==> config.mk <==
export PLATFORM = sky130hd
export DESIGN_NAME = digit_sequencer
export DESIGN_NICKNAME = d
export VERILOG_FILES = /design/src/rtl/digit_sequencer.sv
export SDC_FILE = /design/constraint.sdc
export NUM_CORES = 1
export LEC_CHECK = 0
export ABC_AREA = 1
export ABC_CLOCK_PERIOD_IN_PS = 3700
export CORE_UTILIZATION = 57
export DETAILED_ROUTE_END_ITERATION = 10
export GPL_ROUTABILITY_DRIVEN = 0
export PLACE_DENSITY_LB_ADDON = 0.12
export SETUP_SLACK_MARGIN = 0.05
export SLEW_MARGIN = 25
export SYNTH_ARGS = -nofsm -noshare
export SYNTH_HDL_FRONTEND = slang
export SYNTH_SLANG_ARGS = --single-unit
==> constraint.sdc <==
create_clock -name io_in -period 3.7 [get_ports io_in]
set_input_delay 0.925 -clock io_in [delete_from_list [all_inputs] [get_ports io_in]]
set_output_delay 0.925 -clock io_in [all_outputs]
set_load 0.02 [all_outputs]
==> src/rtl/digit_sequencer.sv <==
// Single-digit up/down counter (BCD or hex) stepped by a power-of-16 prescaler, with
// synchronized control inputs, sticky overflow and all outputs registered.
module digit_sequencer #(
  parameter int unsigned SYNC_STAGES = 2,
  parameter int unsigned PRE_W       = 12
) (
  input  logic [7:0] io_in,
  output logic [7:0] io_out
);

  typedef enum logic {StIdle, StRun} state_e;

  logic clk;
  logic rst_n;
  assign clk   = io_in[0];
  assign rst_n = io_in[1];

  state_e state_q, state_d;

  logic [SYNC_STAGES-1:0][5:0] sync_q, sync_d;
  logic                        clr_prev_q, clr_prev_d;
  logic [1:0]                  psel_prev_q, psel_prev_d;
  logic [PRE_W-1:0]            pre_q, pre_d;
  logic [3:0]                  digit_q, digit_d;
  logic                        tc_q, tc_d;
  logic                        tick_q, tick_d;
  logic                        busy_q, busy_d;
  logic                        ovf_q, ovf_d;

  logic [5:0]       in_s;
  logic             run_s, dir_s, clr_s, hex_s;
  logic [1:0]       psel_s;
  logic             clr_edge, psel_chg, step;
  logic [PRE_W-1:0] div_m1;
  logic [3:0]       digit_max;

  assign in_s     = sync_q[SYNC_STAGES-1];
  assign run_s    = in_s[0];
  assign dir_s    = in_s[1];
  assign clr_s    = in_s[2];
  assign hex_s    = in_s[3];
  assign psel_s   = in_s[5:4];
  assign clr_edge = clr_s & ~clr_prev_q;
  assign psel_chg = (psel_s != psel_prev_q);

  always_comb begin
    sync_d[0] = io_in[7:2];
    for (int unsigned i = 1; i < SYNC_STAGES; i++) begin
      sync_d[i] = sync_q[i-1];
    end
    clr_prev_d  = clr_s;
    psel_prev_d = psel_s;
  end

  always_comb begin
    case (psel_s)
      2'd0:    div_m1 = '0;
      2'd1:    div_m1 = PRE_W'(15);
      2'd2:    div_m1 = PRE_W'(255);
      default: div_m1 = PRE_W'(4095);
    endcase
  end

  // FSM next state
  always_comb begin
    state_d = state_q;
    unique case (state_q)
      StIdle:  if (run_s) state_d = StRun;
      StRun:   if (!run_s) state_d = StIdle;
      default: state_d = StIdle;
    endcase
  end

  // FSM outputs
  always_comb begin
    busy_d = (state_d == StRun);
  end

  always_comb begin
    pre_d     = pre_q;
    digit_d   = digit_q;
    tc_d      = 1'b0;
    tick_d    = 1'b0;
    ovf_d     = ovf_q;
    step      = 1'b0;
    digit_max = hex_s ? 4'd15 : 4'd9;

    if (state_q == StRun) begin
      step  = (pre_q == div_m1);
      pre_d = step ? '0 : pre_q + 1'b1;
    end
    if (state_q == StIdle && state_d == StRun) pre_d = '0;
    // A divisor change restarts the period instead of stepping with a stale count.
    if (psel_chg) begin
      pre_d = '0;
      step  = 1'b0;
    end

    if (clr_edge) begin
      pre_d   = '0;
      digit_d = '0;
      ovf_d   = 1'b0;
    end else if (step) begin
      tick_d = 1'b1;
      if (dir_s) begin
        if (digit_q > digit_max) begin
          digit_d = '0;
        end else if (digit_q == digit_max) begin
          digit_d = '0;
          tc_d    = 1'b1;
        end else begin
          digit_d = digit_q + 4'd1;
        end
      end else begin
        // Out-of-range digit after a hex->BCD switch reloads without a terminal count.
        if (digit_q > digit_max) begin
          digit_d = digit_max;
        end else if (digit_q == 4'd0) begin
          digit_d = digit_max;
          tc_d    = 1'b1;
        end else begin
          digit_d = digit_q - 4'd1;
        end
      end
      ovf_d = ovf_q | tc_d;
    end
  end

  always_ff @(posedge clk or negedge rst_n) begin
    if (!rst_n) begin
      state_q     <= StIdle;
      sync_q      <= '0;
      clr_prev_q  <= 1'b0;
      psel_prev_q <= 2'd0;
      pre_q       <= '0;
      digit_q     <= 4'd0;
      tc_q        <= 1'b0;
      tick_q      <= 1'b0;
      busy_q      <= 1'b0;
      ovf_q       <= 1'b0;
    end else begin
      state_q     <= state_d;
      sync_q      <= sync_d;
      clr_prev_q  <= clr_prev_d;
      psel_prev_q <= psel_prev_d;
      pre_q       <= pre_d;
      digit_q     <= digit_d;
      tc_q        <= tc_d;
      tick_q      <= tick_d;
      busy_q      <= busy_d;
      ovf_q       <= ovf_d;
    end
  end

  assign io_out = {ovf_q, tick_q, busy_q, tc_q, digit_q};

endmodule

### After elaboration in Yosys (flattened, before gate mapping)

Cells that the tools add are included.

* input bits: 8
* output and inout port bits: 8
* flip-flop bits (word level): 35
* logic and storage cells: 58

* add/sub/neg operators: 3
* multiplexer cells: 30
* bitwise gates (word level): 4
* order comparisons: 1
* reductions and logical operators: 5
* eq/ne operators: 5

Operators by type and width (count)
* $mux 12: 5
* $pmux 12 s3: 1
* $mux 4: 7
* $mux 1: 16
* $add 12x1->12 const B: 1
* $eq 12x12->1: 1
* $add 4x1->4 const B: 1
* $eq 4x4->1: 1
* $gt 4x4->1: 1
* $logic_not 4->1: 1
* $reduce_bool 4->1: 1
* $sub 4x1->4 const B: 1
* $mux 3: 1
* $eq 2x1->1 const B: 1
* $eq 2x2->1 const B: 1
* $logic_not 2->1: 1
* $ne 2x2->1: 1
* $not 1->1: 2
* $reduce_bool 2->1: 1
* $and 1x1->1: 1
* $logic_and 1x1->1: 1
* $or 1x1->1: 1

### Logic depth before layout (Yosys ltp)

Gate-level depths: netlist (run 1).

* depth in word-level cells: 10
* mapped depth: 11

### Least setup slack after synthesis (run 1)

No wires, ideal clock.

* path type: reg2reg
* start: reg digit_q[2]
* end: reg digit_q[3]
* arrival: 1471 ps
* buffers on the path: 0
* slack: 2111 ps
* stages on the path, launching flop included: 10
* path through: dfrtp_1 ha_1 nand2_1 nor2_2 inv_1 a21boi_1 nand2_1 and2_0 nand2_1 nand2_1

* cells in the longest elaborated chain, start to end: 6
* elaborated cells between the ends (all ways): 12

Ends and longest elaborated chain
* start: declaration: line 24 `logic [3:0] digit_q, digit_d;`
* start signal: assignment: line 147 `digit_q <= digit_d;`
* $sub 4x1->4 (tied with other cells): line 122 `digit_d = digit_q - 4'd1;`
* $mux 4, on equally long branches: line 118, 108
* $mux 4, on equally long branches: line 116, 106
* $mux 4 (*): line 105 `if (dir_s) begin`
* $mux 4 (*): line 103 `end else if (step) begin`
* $mux 4 (*): line 99 `if (clr_edge) begin`

Every way passes the cells marked *; elsewhere a longest branch is shown, timed or not. The select of a mux whose other input is x is not followed.
A chain may end at the register's enable or synchronous reset.

### Worst setup path after layout (run 1)

* start: reg digit_q[2]
* end: out io_out[2]

RTL lines
* end: declaration: line 8 `output logic [7:0] io_out`

No word-level cell between the ends.

==> results of run 1 <==
==> cell usage after synthesis (all sizes together) <==
cell / count / share of area
a21oi: 5 / 0.020
inv: 26 / 0.053
nor2: 30 / 0.078
o21ai: 8 / 0.022
nand3: 20 / 0.060
nor3: 2 / 0.0055
ha: 5 / 0.034
clkbuf: 1 / 0.0027
dfrtp: 35 / 0.48
a21boi: 1 / 0.0041
xor2: 4 / 0.019
buf: 4 / 0.016
o22ai: 1 / 0.0034
nand3b: 2 / 0.015
and2: 1 / 0.0034
o21bai: 1 / 0.0041
xnor2: 5 / 0.024
nand2: 74 / 0.16
==> sequential cells by signal (all words and copies together) (netlist names) <==
name	count
pre_q	12
clr_prev_q	1
psel_prev_q	2
tick_q	1
busy_q	1
tc_q	1
digit_q	4
sync_d	6
ovf_q	1
in_s	6
==> per-layer routing <==
metal | share of wire | routed length [um]
met2 | 0.47 | 1580
met3 | 0.062 | 209
met5 | 0 | 0
met1 | 0.42 | 1430
met4 | 0.048 | 161
==> cells in the final DEF, fill, tap and decap left out, types with 5 or more instances in the layout <==
master,count
nand2_1,69
dfrtp_1,35
nor2_1,25
inv_1,23
nand3_1,18
clkbuf_4,10
clkdlybuf4s50_1,8
o21ai_0,6
nand2_2,5
xnor2_1,5
ha_1,5
==> cell type report <==
| type | instances | area, um^2 |
|---|---|---|
| tap | 44 | 55.1 |
| clock inverter | 6 | 81.3 |
| sequential | 35 | 876 |
| inverter | 26 | 97.6 |
| multi-input combinational | 159 | 827 |
| timing repair buffer | 8 | 80.1 |
| fill | 268 | 961 |
| clock buffer | 10 | 75.1 |
==> power groups by stage <==
stage	clock [mW]	combinational, mW	sequential [mW]
6_report	0.568	0.000000224	0.383
5_1_grt	0.640	0.000000224	0.384
4_1_cts	0.599	0.000000224	0.383
3_5_place_dp	0	0.000000224	0.393
3_3_place_gp	0	0.000000224	0.393
2_1_floorplan	0	0.000000223	0.393
==> worst max path at each step <==
stage | from | endpoint | slack (ps) | depth (start not counted)
after floorplan | io_in[6] | sync_d[10] | 1750 | 0
after global placement | digit_q[2] | io_out[2] | 1670 | 1
after detailed placement | digit_q[2] | io_out[2] | 1630 | 1
after CTS | digit_q[2] | io_out[2] | 1230 | 1
after global routing | digit_q[2] | io_out[2] | 1190 | 1
final | digit_q[2] | io_out[2] | 1240 | 1
==> cell families (layout without fill, tap and decap cells) <==
kind of cell               after synthesis  in the layout  synth area share
AOI/OAI and AO/OA                       16             16            0.0532
xor gates and xnor gates                 9              9            0.0429
adders and majority gates                5              5            0.0341
buffers and inverters                   31             50            0.0723
DFF                                     35             35             0.477
and+or+nand+nor                        129            129             0.320
==> through the flow <==
| step | instance area, um^2 | setup slack, ps | std cells |
|---|---|---|---|
| final | 2090 | 1240 | 288 |
| after global routing | 2090 | 1190 | 288 |
| after CTS | 2090 | 1230 | 288 |
| after detailed placement | 1940 | 1630 | 272 |
| after global placement | 1940 | 1670 | 272 |
| after floorplan | 1840 | 1750 | 225 |
==> flow_metrics.env, run 1 <==
export IMPL_met1_usage=0.244
export IMPL_drive_gt1_frac=0.135
export IMPL_skew_ps=10.2
export IMPL_area_growth_pct=14.0
export IMPL_crit_reg2reg_launch="digit_q[2]"
export IMPL_worst_hold_slack_ps=-343
export IMPL_critPathRequiredTime_ps=2770
export IMPL_top_usage_layer="met2"
export IMPL_rsz0062_at_grt="no"
export IMPL_first_pass_iters=4
export IMPL_syn_inst=225
export IMPL_drcViolationCount=0
export IMPL_path_class="reg2out"
export IMPL_grt_max_degree=14
export IMPL_startpoint_type="flop"
export IMPL_endpoint_kind="primary output"
export IMPL_crit_chain="clkdlybuf4s50_1"
export IMPL_drv_cap=0
export IMPL_cp_max_fo=8
export IMPL_rows=20
export IMPL_switching_share=0.356
export IMPL_post_cts_buffers=0
export IMPL_status="finished with violations"
export IMPL_arrival_ps=1540
export IMPL_critPathTopFamily="buffers and inverters"
export IMPL_post_route_util=0.685
export IMPL_grt_ovfl_total=0
export IMPL_grt_antenna_before_repair=0
export IMPL_nets=253
export IMPL_cts_resized=0
export IMPL_diodes=0
export IMPL_io_pins=16
export IMPL_drv_slew=0
export IMPL_yosys_register_bits=35
export IMPL_dieArea_um2=3450
export IMPL_ant_nets=0
export IMPL_grtUsageMet3=0.169
export IMPL_worstMarginPinSlew_ps=295
export IMPL_die_width_um=58.7
export IMPL_hold_path_class="clk2async"
export IMPL_clk_pin_slew_ps=120
export IMPL_rrSetupSlack_ps=1930
export IMPL_postSynthAreaPerCell_um2=8.16
export IMPL_grt_pass1_vias=1535
export IMPL_port_buffers=8
export IMPL_max_freq_mhz=406
export IMPL_vias_per_cell=5.21
export IMPL_pwr_share_comb=0
export IMPL_critPathMaxStageDelay_ps=660
export IMPL_use_met2=0.336
export IMPL_finalHoldViolCount=41
export IMPL_reg2reg_to="digit_q[3]"
export IMPL_routed_via_count=1500
export IMPL_p_int_mw=0.613
export IMPL_p_sw_mw=0.339
export IMPL_synth_seq_area_share=0.477
export IMPL_cts_tree="done"
export IMPL_p_clk_frac=0.597
export IMPL_power_leakage_nw=0.800
export IMPL_final_setup_viol_count=0
export IMPL_wl_per_cell_um=11.7
export IMPL_postCtsHoldBufs=0
export IMPL_ir_drop_v=0.000404
export IMPL_seqPwrFrac=0.403
export IMPL_crit_buf_inv=1
export IMPL_netlist_area_um2=1840
export IMPL_fin_crit_sh=0.666
export IMPL_clk_latency_ps=350
export IMPL_tns_ps=0
export IMPL_reg2reg_depth=9
export IMPL_grt_pass1_wl_um=5980
export IMPL_fp_dieH_um=58.7
export IMPL_initial_utilization=0.601
export IMPL_slew_limit_headroom=0.803
export IMPL_routed_wl_um=3380
export IMPL_yosys_warnings=0
export IMPL_cpMaxStageDelayCell="clkdlybuf4s50_1"
export IMPL_finalCriticalPeriod_ps=2460
export IMPL_hpwl_um=2430
export IMPL_total_power_mw=0.952
export IMPL_syn_nets=238
export IMPL_violations="hold timing"
export IMPL_grtUsageTotal=0.255
export IMPL_coreArea_um2=3050
export IMPL_yosys_cell_types_count=27
export IMPL_dr_first_iter_drc_count=99
export IMPL_p_per_area_nw_per_um2=455
Note: power is estimated with default switching activity, not from simulation.
==> inputs of run 2 (changes only) <==
--- a/config.mk
+++ b/config.mk
@@ -6,7 +6,7 @@
 export NUM_CORES = 1
 export LEC_CHECK = 0
 export ABC_AREA = 1
-export ABC_CLOCK_PERIOD_IN_PS = 3700
+export ABC_CLOCK_PERIOD_IN_PS = 2350
 export CORE_UTILIZATION = 57
 export DETAILED_ROUTE_END_ITERATION = 10
 export GPL_ROUTABILITY_DRIVEN = 0
==> constraint.sdc (replaced) <==
create_clock -name io_in -period 2.35 [get_ports io_in]
set_input_delay 0.5875 -clock io_in [delete_from_list [all_inputs] [get_ports io_in]]
set_output_delay 0.5875 -clock io_in [all_outputs]
set_load 0.02 [all_outputs]
==> run 2 against run 1 <==
The flow still finishes with violations (hold timing). Sequential share of layout area is 0.075 points higher. Register-to-register slack worse by 1300 ps. Final area decreased by 0.18%. Sequential cell count stayed put. Worst setup slack got worse by 1000 ps. Largest cell class unchanged.
==> flow_metrics.env, run 2 (synthesized netlist as in run 1, its figures left out) <==
export IMPL_total_power_mw=1.48
export IMPL_final_setup_viol_count=0
export IMPL_cts_tree="done"
export IMPL_cpMaxStageDelayCell="clkdlybuf4s50_1"
export IMPL_worst_hold_slack_ps=-354
export IMPL_drive_gt1_frac=0.135
export IMPL_critPathTopFamily="buffers and inverters"
export IMPL_instances_no_fill=288
export IMPL_post_cts_buffers=0
export IMPL_rsz0062_at_grt="no"
export IMPL_crit_buf_inv=1
export IMPL_critPathMaxStageDelay_ps=660
export IMPL_cp_max_fo=8
export IMPL_first_pass_iters=4
export IMPL_grt_pass1_vias=1467
export IMPL_fin_crit_sh=0.898
export IMPL_seqPwrFrac=0.408
export IMPL_hold_path_class="clk2async"
export IMPL_cp_depth=1
export IMPL_switching_share=0.338
export IMPL_dr_first_iter_drc_count=65
export IMPL_largest_reg_flops=12
export IMPL_clk_pin_slew_ps=120
export IMPL_routed_via_count=1466
export IMPL_drv_cap=0
export IMPL_routed_wl_um=3200
export IMPL_ir_drop_v=0.000551
export IMPL_place_area_um2=1940
export IMPL_violations="hold timing"
export IMPL_max_freq_mhz=474
export IMPL_diodes=0
export IMPL_coreArea_um2=3050
export IMPL_p_per_area_nw_per_um2=709
export IMPL_io_pins=16
export IMPL_crit_chain="clkdlybuf4s50_1"
export IMPL_fillers=254
export IMPL_placed_cells=272
export IMPL_final_cell_mix="nand2_1, dfrtp_1, nor2_1"
export IMPL_tns_ps=0
export IMPL_p_int_mw=0.981
export IMPL_area_growth_pct=13.8
export IMPL_cts_resized=0
export IMPL_power_leakage_nw=0.795
export IMPL_hpwl_um=2270
export IMPL_finalHoldViolCount=41
export IMPL_final_area_um2=2090
export IMPL_p_sw_mw=0.500
export IMPL_nets=253
export IMPL_p_clk_frac=0.592
export IMPL_grt_antenna_before_repair=0
export IMPL_skew_ps=11.3
export IMPL_drv_slew=0
export IMPL_grt_ovfl_total=0
export IMPL_grt_max_degree=13
export IMPL_initial_utilization=0.601
export IMPL_die_width_um=58.7
export IMPL_pwr_share_comb=0
export IMPL_critPathRequiredTime_ps=1760
export IMPL_drcViolationCount=0
export IMPL_slew_limit_headroom=0.815
export IMPL_dieArea_um2=3450
export IMPL_path_class="reg2out"
export IMPL_rows=20
export IMPL_arrival_ps=1520
export IMPL_clk_latency_ps=350
export IMPL_status="finished with violations"
export IMPL_reg2reg_depth=9
export IMPL_wl_per_cell_um=11.1
export IMPL_grtUsageTotal=0.231
export IMPL_regMostFlops="pre_q"
export IMPL_endpoint_kind="primary output"
export IMPL_worstMarginPinSlew_ps=276
export IMPL_port_buffers=8
export IMPL_finalCriticalPeriod_ps=2110
export IMPL_vias_per_cell=5.09
export IMPL_grt_pass1_wl_um=5460
export IMPL_fp_dieH_um=58.7
export IMPL_ant_nets=0
export IMPL_layout_commonest_cell="nand2_1"
export IMPL_startpoint_type="flop"
export IMPL_postCtsHoldBufs=0
run 2: cell types whose count changed in the layout (fill, tap and decap cells not counted), sizes merged:
cell / delta
clkinv: -1
clkinvlp: +1
inv: -1
clkbuf: +1
run 2: path summary, 6_finish.rpt:
| check | slack [ps] | end | start |
|---|---|---|---|
| setup / recovery | 240 | io_out[2] | digit_q[2] |
| hold / removal | -350 | pre_q[10] | io_in[1] |
| setup reg to reg | 590 | digit_q[3] | digit_q[2] |
| hold reg to reg | 360 | in_s[3] | sync_d[9] |
| max in group asynchronous | 2530 | pre_q[6] | io_in[1] |
| min in group io_in | -320 | sync_d[10] | io_in[6] |
run 2: final cells by class:
class / instances / area [um^2] / area share
sequential: 35 / 876 / 0.419
inverter: 26 / 97.6 / 0.0467
timing repair buffer: 8 / 80.1 / 0.0383
multi-input combinational: 159 / 827 / 0.396
clock buffer: 11 / 88.8 / 0.0425
clock inverter: 5 / 63.8 / 0.0306
tap: 44 / 55.1 / 0.0264
run 2: power groups by stage:
stage                     registers, mW   logic [mW]  clock network, mW
after floorplan                   0.619  0.000000223                  0
after global placement            0.619  0.000000224                  0
after detailed placement          0.619  0.000000224                  0
after CTS                         0.604  0.000000224              0.921
after global routing              0.604  0.000000224              0.977
final                             0.604  0.000000224              0.878
run 2: routing by layer:
metal  routed length, um  GRT usage  up-vias  part of all wire
met3                 272      0.154       10             0.085
met4                  82      0.235        0             0.026
met1                1340      0.224      674              0.42
li1                    -          -      733                 -
met5                   0          0        -                 0
met2                1500      0.317       49              0.47
run 2: stage by stage:
step	util	hold slack (ps)	setup slack (ps)
2_1_floorplan	-	-296	761
3_3_place_gp	0.634	-296	654
3_5_place_dp	0.634	-296	624
4_1_cts	0.684	-343	228
5_1_grt	0.684	-347	197
6_report	0.684	-354	239
